===== src/rtl/reqrsp_mux_pkg.sv =====
// ============================================================================
// Module  : reqrsp_mux_pkg
// Brief   : Default reqrsp request/response structs and index-width helper
//           shared by the reqrsp N-to-1 mux.
// Revision: 1.0 - initial release
// ============================================================================
`default_nettype none

package reqrsp_mux_pkg;

    localparam int c_ADDR_W = 16;
    localparam int c_DATA_W = 16;

    typedef struct packed {
        logic [c_ADDR_W-1:0]   addr;
        logic                  write;
        logic [c_DATA_W-1:0]   data;
        logic [c_DATA_W/8-1:0] strb;
    } reqrsp_q_t;

    typedef struct packed {
        logic [c_DATA_W-1:0] data;
        logic                error;
    } reqrsp_p_t;

    typedef struct packed {
        reqrsp_q_t q;
        logic      q_valid;
        logic      p_ready;
    } reqrsp_req_t;

    typedef struct packed {
        reqrsp_p_t p;
        logic      p_valid;
        logic      q_ready;
    } reqrsp_rsp_t;

    // A single port still needs a one-bit index to carry through the ID FIFO.
    function automatic int idx_width(input int n);
        return (n > 1) ? $clog2(n) : 1;
    endfunction

endpackage

`default_nettype wire


===== src/rtl/reqrsp_id_fifo.sv =====
// ============================================================================
// Module  : reqrsp_id_fifo
// Brief   : Synchronous FIFO of port indices; head names the port that owns
//           the next response.
// Revision: 1.0 - initial release
// ============================================================================
`default_nettype none

module reqrsp_id_fifo #(
    parameter int DEPTH = 8,
    parameter int WIDTH = 1
) (
    input  logic             clk,
    input  logic             rst,
    input  logic             i_push,
    input  logic [WIDTH-1:0] i_data,
    input  logic             i_pop,
    output logic [WIDTH-1:0] o_data,
    output logic             o_full,
    output logic             o_empty
);

    localparam int c_PTR_W = (DEPTH > 1) ? $clog2(DEPTH) : 1;
    localparam int c_CNT_W = $clog2(DEPTH + 1);

    logic [WIDTH-1:0]   r_mem [DEPTH];
    logic [c_PTR_W-1:0] r_wr_ptr;
    logic [c_PTR_W-1:0] r_rd_ptr;
    logic [c_CNT_W-1:0] r_count;
    logic               w_push;
    logic               w_pop;

    assign o_full  = (r_count == c_CNT_W'(DEPTH));
    assign o_empty = (r_count == '0);
    assign o_data  = r_mem[r_rd_ptr];
    assign w_push  = i_push & ~o_full;
    assign w_pop   = i_pop & ~o_empty;

    always_ff @(posedge clk) begin
        if (rst) begin
            r_wr_ptr <= '0;
            r_rd_ptr <= '0;
            r_count  <= '0;
        end else begin
            if (w_push) begin
                r_wr_ptr <= (r_wr_ptr == c_PTR_W'(DEPTH - 1)) ? '0 : r_wr_ptr + c_PTR_W'(1);
            end
            if (w_pop) begin
                r_rd_ptr <= (r_rd_ptr == c_PTR_W'(DEPTH - 1)) ? '0 : r_rd_ptr + c_PTR_W'(1);
            end
            if (w_push && !w_pop) begin
                r_count <= r_count + c_CNT_W'(1);
            end else if (w_pop && !w_push) begin
                r_count <= r_count - c_CNT_W'(1);
            end
        end
    end

    // Storage needs no reset: the count guards every read.
    always_ff @(posedge clk) begin
        if (w_push) begin
            r_mem[r_wr_ptr] <= i_data;
        end
    end

endmodule

`default_nettype wire


===== src/rtl/reqrsp_mux.sv =====
// ============================================================================
// Module  : reqrsp_mux
// Brief   : N-to-1 reqrsp mux, round-robin request arbitration with in-order
//           response routing. Define REQRSP_MUX_SPILL_EN to register the
//           master request path through a 2-entry spill register.
// Revision: 1.0 - initial release
// ============================================================================
`default_nettype none

module reqrsp_mux
    import reqrsp_mux_pkg::*;
#(
    parameter int  NR_PORTS   = 2,
    parameter type req_t      = reqrsp_req_t,
    parameter type rsp_t      = reqrsp_rsp_t,
    parameter int  RESP_DEPTH = 8
) (
    input  logic clk_i,
    input  logic rst_i,
    input  req_t slv_req_i [NR_PORTS],
    output rsp_t slv_rsp_o [NR_PORTS],
    output req_t mst_req_o,
    input  rsp_t mst_rsp_i
);

    localparam int c_IDX_W = idx_width(NR_PORTS);
    localparam int c_Q_W   = $bits(req_t) - 2;

    typedef logic [c_IDX_W-1:0] idx_t;

    logic [NR_PORTS-1:0] w_valid_vec;
    idx_t                r_rr_ptr;
    logic                r_lock;
    idx_t                r_lock_idx;
    idx_t                w_arb_idx;
    idx_t                w_grant;
    logic                w_found;
    int                  w_cand;
    logic                w_up_valid;
    logic                w_up_ready;
    logic                w_up_hs;
    logic                w_fifo_full;
    logic                w_fifo_empty;
    idx_t                w_head;
    logic                w_pop;

    always_comb begin
        for (int i = 0; i < NR_PORTS; i++) begin
            w_valid_vec[i] = slv_req_i[i].q_valid;
        end
    end

    // First requester at or after the round-robin pointer, wrapping.
    always_comb begin
        w_arb_idx = r_rr_ptr;
        w_found   = 1'b0;
        w_cand    = 0;
        for (int i = 0; i < NR_PORTS; i++) begin
            w_cand = int'(r_rr_ptr) + i;
            if (w_cand >= NR_PORTS) begin
                w_cand = w_cand - NR_PORTS;
            end
            if (!w_found && w_valid_vec[c_IDX_W'(w_cand)]) begin
                w_found   = 1'b1;
                w_arb_idx = c_IDX_W'(w_cand);
            end
        end
    end

    assign w_grant    = r_lock ? r_lock_idx : w_arb_idx;
    assign w_up_valid = ~rst_i & w_valid_vec[w_grant] & ~w_fifo_full;
    assign w_up_hs    = w_up_valid & w_up_ready;

    always_ff @(posedge clk_i) begin
        if (rst_i) begin
            r_rr_ptr   <= '0;
            r_lock     <= 1'b0;
            r_lock_idx <= '0;
        end else if (w_up_hs) begin
            r_rr_ptr <= (w_grant == c_IDX_W'(NR_PORTS - 1)) ? '0 : w_grant + c_IDX_W'(1);
            r_lock   <= 1'b0;
        end else if (w_up_valid) begin
            r_lock     <= 1'b1;
            r_lock_idx <= w_grant;
        end
    end

`ifdef REQRSP_MUX_SPILL_EN
    logic             r_a_valid;
    logic [c_Q_W-1:0] r_a_q;
    logic             r_b_valid;
    logic [c_Q_W-1:0] r_b_q;
    logic [c_Q_W-1:0] w_in_q;
    logic             w_out_hs;

    assign w_in_q     = slv_req_i[w_grant].q;
    assign w_up_ready = ~r_b_valid;
    assign w_out_hs   = r_a_valid & mst_rsp_i.q_ready;

    // Slot A drives the master; slot B only fills while A is stalled.
    always_ff @(posedge clk_i) begin
        if (rst_i) begin
            r_a_valid <= 1'b0;
            r_a_q     <= '0;
            r_b_valid <= 1'b0;
            r_b_q     <= '0;
        end else if (w_out_hs) begin
            if (r_b_valid) begin
                r_a_q     <= r_b_q;
                r_b_valid <= 1'b0;
            end else begin
                r_a_valid <= w_up_hs;
                r_a_q     <= w_in_q;
            end
        end else if (!r_a_valid) begin
            r_a_valid <= w_up_hs;
            r_a_q     <= w_in_q;
        end else if (w_up_hs) begin
            r_b_valid <= 1'b1;
            r_b_q     <= w_in_q;
        end
    end
`else
    assign w_up_ready = mst_rsp_i.q_ready;
`endif

    assign w_pop = mst_rsp_i.p_valid & mst_req_o.p_ready;

    reqrsp_id_fifo #(
        .DEPTH (RESP_DEPTH),
        .WIDTH (c_IDX_W)
    ) u_id_fifo (
        .clk     (clk_i),
        .rst     (rst_i),
        .i_push  (w_up_hs),
        .i_data  (w_grant),
        .i_pop   (w_pop),
        .o_data  (w_head),
        .o_full  (w_fifo_full),
        .o_empty (w_fifo_empty)
    );

    always_comb begin
        for (int i = 0; i < NR_PORTS; i++) begin
            slv_rsp_o[i] = '0;
            if (!rst_i) begin
                slv_rsp_o[i].p = mst_rsp_i.p;
            end
        end
        slv_rsp_o[w_grant].q_ready = ~rst_i & w_up_ready & ~w_fifo_full;
        if (!rst_i && !w_fifo_empty) begin
            slv_rsp_o[w_head].p_valid = mst_rsp_i.p_valid;
        end

        mst_req_o = '0;
`ifdef REQRSP_MUX_SPILL_EN
        mst_req_o.q       = r_a_q;
        mst_req_o.q_valid = r_a_valid & ~rst_i;
`else
        if (!rst_i) begin
            mst_req_o.q = slv_req_i[w_grant].q;
        end
        mst_req_o.q_valid = w_up_valid;
`endif
        mst_req_o.p_ready = ~rst_i & ~w_fifo_empty & slv_req_i[w_head].p_ready;
    end

    generate
        for (genvar gi = 0; gi < NR_PORTS; gi++) begin : g_q_stable
            a_q_stable : assert property (@(posedge clk_i) disable iff (rst_i)
                (slv_req_i[gi].q_valid && !slv_rsp_o[gi].q_ready) |=> $stable(slv_req_i[gi].q));
        end
    endgenerate

    a_rsp_owned : assert property (@(posedge clk_i) disable iff (rst_i)
        mst_rsp_i.p_valid |-> !w_fifo_empty);

endmodule

`default_nettype wire


===== config.mk =====
export PLATFORM = sky130hd
export DESIGN_NAME = reqrsp_mux
export DESIGN_NICKNAME = d
export VERILOG_FILES = /design/src/rtl/reqrsp_mux_pkg.sv /design/src/rtl/reqrsp_id_fifo.sv /design/src/rtl/reqrsp_mux.sv
export SDC_FILE = /design/constraint.sdc
export NUM_CORES = 1
export LEC_CHECK = 0
export ABC_CLOCK_PERIOD_IN_PS = 3800
export CORE_ASPECT_RATIO = 0.8
export CORE_MARGIN = 5
export CORE_UTILIZATION = 33
export DETAILED_ROUTE_END_ITERATION = 7
export GPL_ROUTABILITY_DRIVEN = 0
export HOLD_SLACK_MARGIN = 0.15
export PLACE_DENSITY = 0.81
export SLEW_MARGIN = 5
export SYNTH_ARGS = -nofsm -noshare
export SYNTH_HDL_FRONTEND = slang
export SYNTH_SLANG_ARGS = --single-unit

===== constraint.sdc =====
create_clock -name clk_i -period 3.8 [get_ports clk_i]
set_input_delay 0.38 -clock clk_i [delete_from_list [all_inputs] [get_ports clk_i]]
set_output_delay 0.38 -clock clk_i [all_outputs]
set_load 0.005 [all_outputs]

## After elaboration in Yosys (flattened, before gate mapping)

Memory sizes are Yosys's and may differ from the RTL's. A register that Yosys moved wholly into a read port is not among the register bits.
Cells that the tools add are included.

- Add/sub/neg operators: 8
- $lt $le $gt $ge: 9
- Equality and inequality tests: 3
- Multiplexer cells: 36
- Bitwise logic cells: 16
- Reduce and logical (&&, ||, !) cells: 15

Operator list:

| operator | number |
|---|---|
| $mux W37 | 3 |
| $bwmux W38 | 2 |
| $demux W19 S1 | 2 |
| $mux W38 | 1 |
| $mux W35 | 1 |
| $mux W1 | 19 |
| $mux W17 | 1 |
| $mux W3 | 4 |
| $and A1 B1 Y1 | 10 |
| $mux W4 | 2 |
| $add A3 B1 Y3 const B | 2 |
| $eq A3 B3 Y1 const B | 2 |
| $ge A2 B2 Y1 const B | 3 |
| $logic_and A1 B1 Y1 | 6 |
| $lt A1 B3 Y1 const B | 2 |
| $logic_not A1 Y1 | 5 |
| $add A4 B1 Y4 const B | 1 |
| $eq A4 B4 Y1 const B | 1 |
| $logic_not A4 Y1 | 1 |
| $lt A2 B1 Y1 const B | 2 |
| $not A1 Y1 | 4 |
| $not A1 Y2 | 2 |
| $sub A4 B1 Y4 const B | 1 |
| $add A1 B1 Y2 const B | 1 |
| 8 further kinds | 9 |

- Flip-flop bits (word level): 13
- Memory bits (writable): 8
- Bits of input ports: 95
- Word-level logic and storage cells: 94
- Memories: 1

Memory list:

| name | depth | bits a word | rd ports | clocked after memory_dff | write ports | RTL line | RTL |
|---|---|---|---|---|---|---|---|
| u_id_fifo.r_mem | 8 | 1 | 1 | 1 | 1 | reqrsp_id_fifo.sv:26 | `logic [WIDTH-1:0] r_mem [DEPTH];` |

## Longest topological paths before layout

Gate-level depths: netlist (run 1).

- Depth after elaboration: 20
- Depth in mapped cells: 12
- Gate-level depth less buffers: 12

## By module

A second synthesis (run 1) with hierarchy kept.

- Cell total of the unflattened synthesis: 272
- Area total of the unflattened synthesis: 1996.9 µm²

Modules (own cells, without submodules):

| module | instances | cells an instance | area an instance (µm²) | sequential area each (µm²) |
|---|---|---|---|---|
| reqrsp_mux | 1 | 185 | 1003.5 | 60.1 |
| reqrsp_id_fifo | 1 | 87 | 993.5 | 500.5 |

## Worst setup path after synthesis (run 1)

OpenSTA, ideal clock, no wires.

- Path kind: flip-flop to flip-flop
- Start point: reg with a tool-made name
- End point: reg u_id_fifo.r_count[3]
- Setup time: 121 ps
- Arrival: 2881 ps
- Setup slack: 798 ps
- Stages on the path, launching flop included: 12
- Path buffers: 1
- Period minus slack after synthesis: 3002 ps
- Cells stage by stage: dfxtp_1 > mux4_1 > mux2i_2 > buf_6 > mux2i_1 > ha_1 > inv_1 > ha_1 > a21o_1 > a21oi_1 > mux2i_1 > mux2_2

RTL lines:

| what | RTL line | RTL |
|---|---|---|
| end signal: assignment | reqrsp_id_fifo.sv:52 | `r_count <= r_count + c_CNT_W'(1);` |
| end signal: assignment | reqrsp_id_fifo.sv:54 | `r_count <= r_count - c_CNT_W'(1);` |
| end: declaration | reqrsp_id_fifo.sv:29 | `logic [c_CNT_W-1:0] r_count;` |

==> flow_summary.toml, run 1 <==
[status]
status = "complete, no violations"

[synth]
yosysSeqAreaShare_pct = 26.9
yosysUniqueCellTypes = 42
syn_area_um2 = 2090
syn_inst = 287
synth-seq-cells = 24
ys_async_sr_fraction_pct = 0
syn_nets = 390
synthFlopType = "dfxtp_1"
synth_edf_count = 8
avgSynthCellArea_um2 = 7.27
synth-warning-count = 0

[worst_setup_path]
path_class = "reg -> reg"
worstPathMaxFanout = 12
crit_required_ns = 3.96
cp-start-kind = "flop"
cp.arrival_ns = 3.35
endpoint_kind = "flop"

[global_routing]
track_usage_pct = 18.8
grt_pass1_vias = 2406
grt_max_degree = 47
overflow = 0
antenna_found_initial = 0
use_met1_pct = 20.4
use_met2_pct = 33.7
grt_pass1_wl_mm = 12.1
grt_util_met3_pct = 8.07
grt-busiest-layer = "met2"

[job]
maxCapViolations = 0

[drt]
drt_pass1_iterations = 6
vias_per_cell = 4.76
antenna_left = 0
wl_mm = 8.16
drt_iter0_markers = 83
drc = 0
post_drt_wl_per_cell_um = 16.1
dr_total_vias = 2417

[cells_and_area]
layout.nets = 531
layout_common_cells = "clkdlybuf4s50_1 (168), nand2_1 (73), a21oi_1 (45)"
num_antenna_cells = 0
utilization_pct = 62.0
final_area_um2 = 3740
final_common_cell = "clkdlybuf4s50_1"
area_delta_synth_final_pct = 79.5
drive_above_1_share_pct = 4.68

[clock_network]
insertion_delay_ns = 0.26
cts_max_level = 1
cts_sinks = 24
cts-root-buf = "clkbuf_8"
cts_hold_buf = 0
clkSlewWorstSetupHoldPaths_ns = 0.08
clockBufferDepth = 2
ctsResizeCount = 0
cts_tree = "yes"
numCtsBuffers = 3
post_cts_buffers = 0

[floorplanning]
start_util_pct = 34.5
die_area_um2 = 8020
die_w_um = 98.9
rows = 25
die_h_um = 81.1
ioPinCount = 170
core-area_um2 = 6040

[timing]
maxSlewHeadroom_pct = 55.0
tightest_slew_ns = 0.670
finalSetupViolCount = 0
layout_min_cycle_time_ns = 3.19
max_freq_mhz = 313
maxSlewViolCount = 0
period_share_pct = 84.0
rsz0062_at_grt = "false"
fin_skew_ns = 0.00718
final-hold-violation-count = 0
fin_setup_tns_ns = 0

[placement]
io_buffers = 169
place_area_um2 = 3700
post-dp-hpwl_mm = 6.70

[power_and_ir_drop]
p_leak_nw = 1.44
worst_ir_drop_vdd_v = 0.000144
power.density_nw_per_um2 = 233

[min_path]
hold_path_class = "reg -> reg"
## report_power, final
| part | leakage, nW | switching, mW | internal [mW] |
|---|---|---|---|
| clock network | 0.0231 | 0.0751 | 0.0721 |
| registers | 0.205 | 0.0204 | 0.281 |
| logic | 1.21 | 0.169 | 0.254 |
| total | 1.44 | 0.265 | 0.607 |
## critical path, cell delays in order (launching register included)
cell     delay [ns]
dfxtp_1        0.37
mux4_1         0.57
mux2i_2        0.16
buf_4          0.19
mux2i_1        0.30
ha_1           0.23
inv_1          0.10
ha_1           0.28
a21o_1         0.17
a21oi_1        0.17
mux2i_1        0.21
mux2_2         0.34
## cells by family (layout without fill, tap and decap cells)
logic type / Yosys count / after routing / share of synthesized area [%]
buffers and inverters: 43 / 183 / 11.7
flip-flops: 24 / 24 / 26.9
XOR/XNOR: 2 / 2 / 0.840
AND/OR/NAND/NOR: 143 / 143 / 33.6
multiplexers: 11 / 11 / 7.14
adder cells (fa/ha/maj): 8 / 8 / 5.16
AO/OA/AOI/OAI: 56 / 56 / 14.7
## metrics by stage
stage                     hold slack, ns  setup WS, ns  cells  power, mW
after floorplan                    0.494         0.798    287      0.501
after global placement             0.550         0.686    504      0.725
after detailed placement           0.560         0.593    504      0.733
after CTS                          0.577         0.583    508      0.884
after global routing               0.593         0.428    508      0.941
final                              0.577         0.608    508      0.872
## final timing paths
check | start | endpoint | slack [ns] | depth (start not counted)
max | flop | u_id_fifo.r_count[3] | 0.61 | 11
min | r_lock | r_lock | 0.58 | 2
max reg2reg | flop | u_id_fifo.r_count[3] | 0.61 | 11
min reg2reg | r_lock | r_lock | 0.58 | 2
## cells in the mapped netlist (all sizes together), types with 2 or more instances
cell,instances,share of area [%]
nand2b,5,1.5
nand3b,2,0.72
or4,4,1.4
nand2,74,13
o21ai,5,1.2
nor3,6,1.4
nor2,15,2.7
nor4,3,1.5
clkbuf,17,3.1
o311ai,3,1.6
mux2,2,1.1
dfxtp,16,15
nand3,4,0.96
ha,7,4.2
nor4b,2,0.84
mux2i,7,3.5
mux4,2,2.5
edfxtp,8,12
buf,21,7.7
and3,3,1.1
inv,5,0.90
and2,2,0.60
nor3b,2,0.72
nor2b,18,5.4
a21oi,45,11
## metal layers
layer  wire length, um  share of wire, %
met2              4220                52
met1              3070                38
met3               710               8.7
met4               152               1.9
met5                 0                 0
## final cells by class
type / instances / area, um^2
fill: 539 / 2290
multi-input combinational: 220 / 1290
clock buffer: 3 / 41.3
sequential: 24 / 561
inverter: 5 / 18.8
tap: 81 / 101
timing repair buffer: 174 / 1720
clock inverter: 1 / 3.75
(Power assumes the default switching activity.)
==> run 2: changes to the inputs <==
--- a/config.mk
+++ b/config.mk
@@ -5,7 +5,7 @@
 export SDC_FILE = /design/constraint.sdc
 export NUM_CORES = 1
 export LEC_CHECK = 0
-export ABC_CLOCK_PERIOD_IN_PS = 3800
+export ABC_CLOCK_PERIOD_IN_PS = 3250
 export CORE_ASPECT_RATIO = 0.8
 export CORE_MARGIN = 5
 export CORE_UTILIZATION = 33
==> constraint.sdc (replaced) <==
create_clock -name clk_i -period 3.25 [get_ports clk_i]
set_input_delay 0.325 -clock clk_i [delete_from_list [all_inputs] [get_ports clk_i]]
set_output_delay 0.325 -clock clk_i [all_outputs]
set_load 0.005 [all_outputs]
==> flow_summary.toml, run 2 (synthesized netlist as in run 1, its figures left out) <==
[drt]
drt_pass1_iterations = 4
post_drt_wl_per_cell_um = 16.0
top_layer_used = "met4"
dr_total_vias = 2471
antenna_left = 0
wl_met3_um = 646
wl_met1_mm = 3.18
wl_mm = 8.18
dr_wl_met2_mm = 4.21
drt_iter0_markers = 148
vias_per_cell = 4.85
drc = 0

[timing]
period_share_pct = 94.8
final-hold-violation-count = 0
finalSetupViolCount = 0
maxSlewHeadroom_pct = 64.7
fin_setup_tns_ns = 0
fin_skew_ns = 0.00160
setup_ws_ns = 0.168
tightest_slew_ns = 0.522
max_freq_mhz = 324
hold_slack_ns = 0.561
layout_min_cycle_time_ns = 3.08
maxSlewViolCount = 0

[floorplanning]
start_util_pct = 34.5
rows = 25
die_w_um = 98.9
die_h_um = 81.1
core-area_um2 = 6040
ioPinCount = 170
die_area_um2 = 8020

[global_routing]
grt_pass1_wl_mm = 12.0
grt_pass1_vias = 2508
track_usage_pct = 18.6
overflow = 0
antenna_found_initial = 0
grt_max_degree = 47

[min_path]
hold_end = "r_lock"
hold_depth = 2
hold_path_class = "reg -> reg"
hold_start = "r_lock"

[worst_setup_path]
cpPeakStageDelay_ns = 0.58
regToRegSetupSlack_ns = 0.17
reg2regPathDepth = 10
path_delay_family = "multiplexers"
path_class = "reg -> reg"
crit_required_ns = 3.41
endpoint_kind = "flop"
cp.arrival_ns = 3.24
crit_slowest_cell = "mux4_1"
worstPathMaxFanout = 4
regToRegEndpoint = "u_id_fifo.r_count[3]"
cp_cell_sequence = "mux4_1 -> mux2i_2 -> mux2i_2 -> ha_1 -> inv_1 -> ha_1 -> a21o_1 -> a21oi_2 -> mux2i_1 -> mux2_2"
cp-start-kind = "flop"
critPathBufInv = 1

[clock_network]
clkSlewWorstSetupHoldPaths_ns = 0.08
insertion_delay_ns = 0.26
cts_max_level = 1
numCtsBuffers = 3
cts_sinks = 24
clockBufferDepth = 2
cts-root-buf = "clkbuf_8"
cts_tree = "yes"
cts_hold_buf = 0

[cells_and_area]
area_delta_synth_final_pct = 80.6
drive_above_1_share_pct = 5.59
regArea_um2 = 561
utilization_pct = 62.4
layoutNonFillerInstCount = 510
layout_common_cells = "clkdlybuf4s50_1 (168), nand2_1 (73), a21oi_1 (44)"
final_area_um2 = 3770
num_antenna_cells = 0
fillers = 523
multi_input_comb_area_um2 = 1300
final_common_cell = "clkdlybuf4s50_1"
layout.nets = 533

[placement]
place_area_um2 = 3710
dp_cells = 505
post-dp-hpwl_mm = 6.66
pre_cts_slack_ns = 0.0975
io_buffers = 169

[power_and_ir_drop]
p_comb_share_pct = 49.2
clock_power_share_pct = 16.9
switching_share_pct = 30.7
p_total_mw = 1.04
p_int_mw = 0.721
power_switching_mw = 0.320
power.density_nw_per_um2 = 276
worst_ir_drop_vdd_v = 0.000174
sequentialPowerShare_pct = 33.8
p_leak_nw = 1.45

[job]
maxCapViolations = 0

[status]
status = "complete, no violations"
## run 2: power groups by stage
stage                     Combinational [mW]  Sequential [mW]  Clock [mW]
final                                  0.512            0.352       0.176
after global routing                   0.560            0.355       0.199
after CTS                              0.511            0.352       0.184
after detailed placement               0.508            0.359           0
after global placement                 0.499            0.357           0
after floorplan                        0.235            0.351           0
## run 2: area by class of cell
cell class	count	share of cell area (%)
Clock inverter	1	0.0997
Tap cell	81	2.69
Timing Repair Buffer	176	46.2
Inverter	5	0.498
Clock buffer	3	1.10
Sequential cell	24	14.9
Multi-Input combinational cell	220	34.6
## run 2: how the worst max path moves through the flow
stage | endpoint | cells after the start
floorplan | u_id_fifo.r_count[3] | 11
finish | u_id_fifo.r_count[3] | 10
global placement | u_id_fifo.r_count[3] | 10
detailed placement | u_id_fifo.r_count[3] | 10
CTS | u_id_fifo.r_count[3] | 10
global route | u_id_fifo.r_count[3] | 10
## run 2: timing repair
action / in CTS / in global routing
endpoints found under the setup margin: 0 / 1
gates resized for setup: 0 / 2
setup buffers: 0 / 1
endpoints found under the hold margin: 0 / 0
## run 2: tightest hold or removal path, delay by kind of cell (launching register included)
kind             cells  cell delay, ns
flip-flops           1            0.35
AND/OR/NAND/NOR      1            0.05
AO/OA/AOI/OAI        1            0.12
## run 2: metal layers
metal / track usage, % / vias to the layer above
met3: 6.78 / 14
met5: 0 / -
met1: 21.4 / 1122
met2: 33.0 / 91
met4: 4.64 / 0
li1: - / 1244
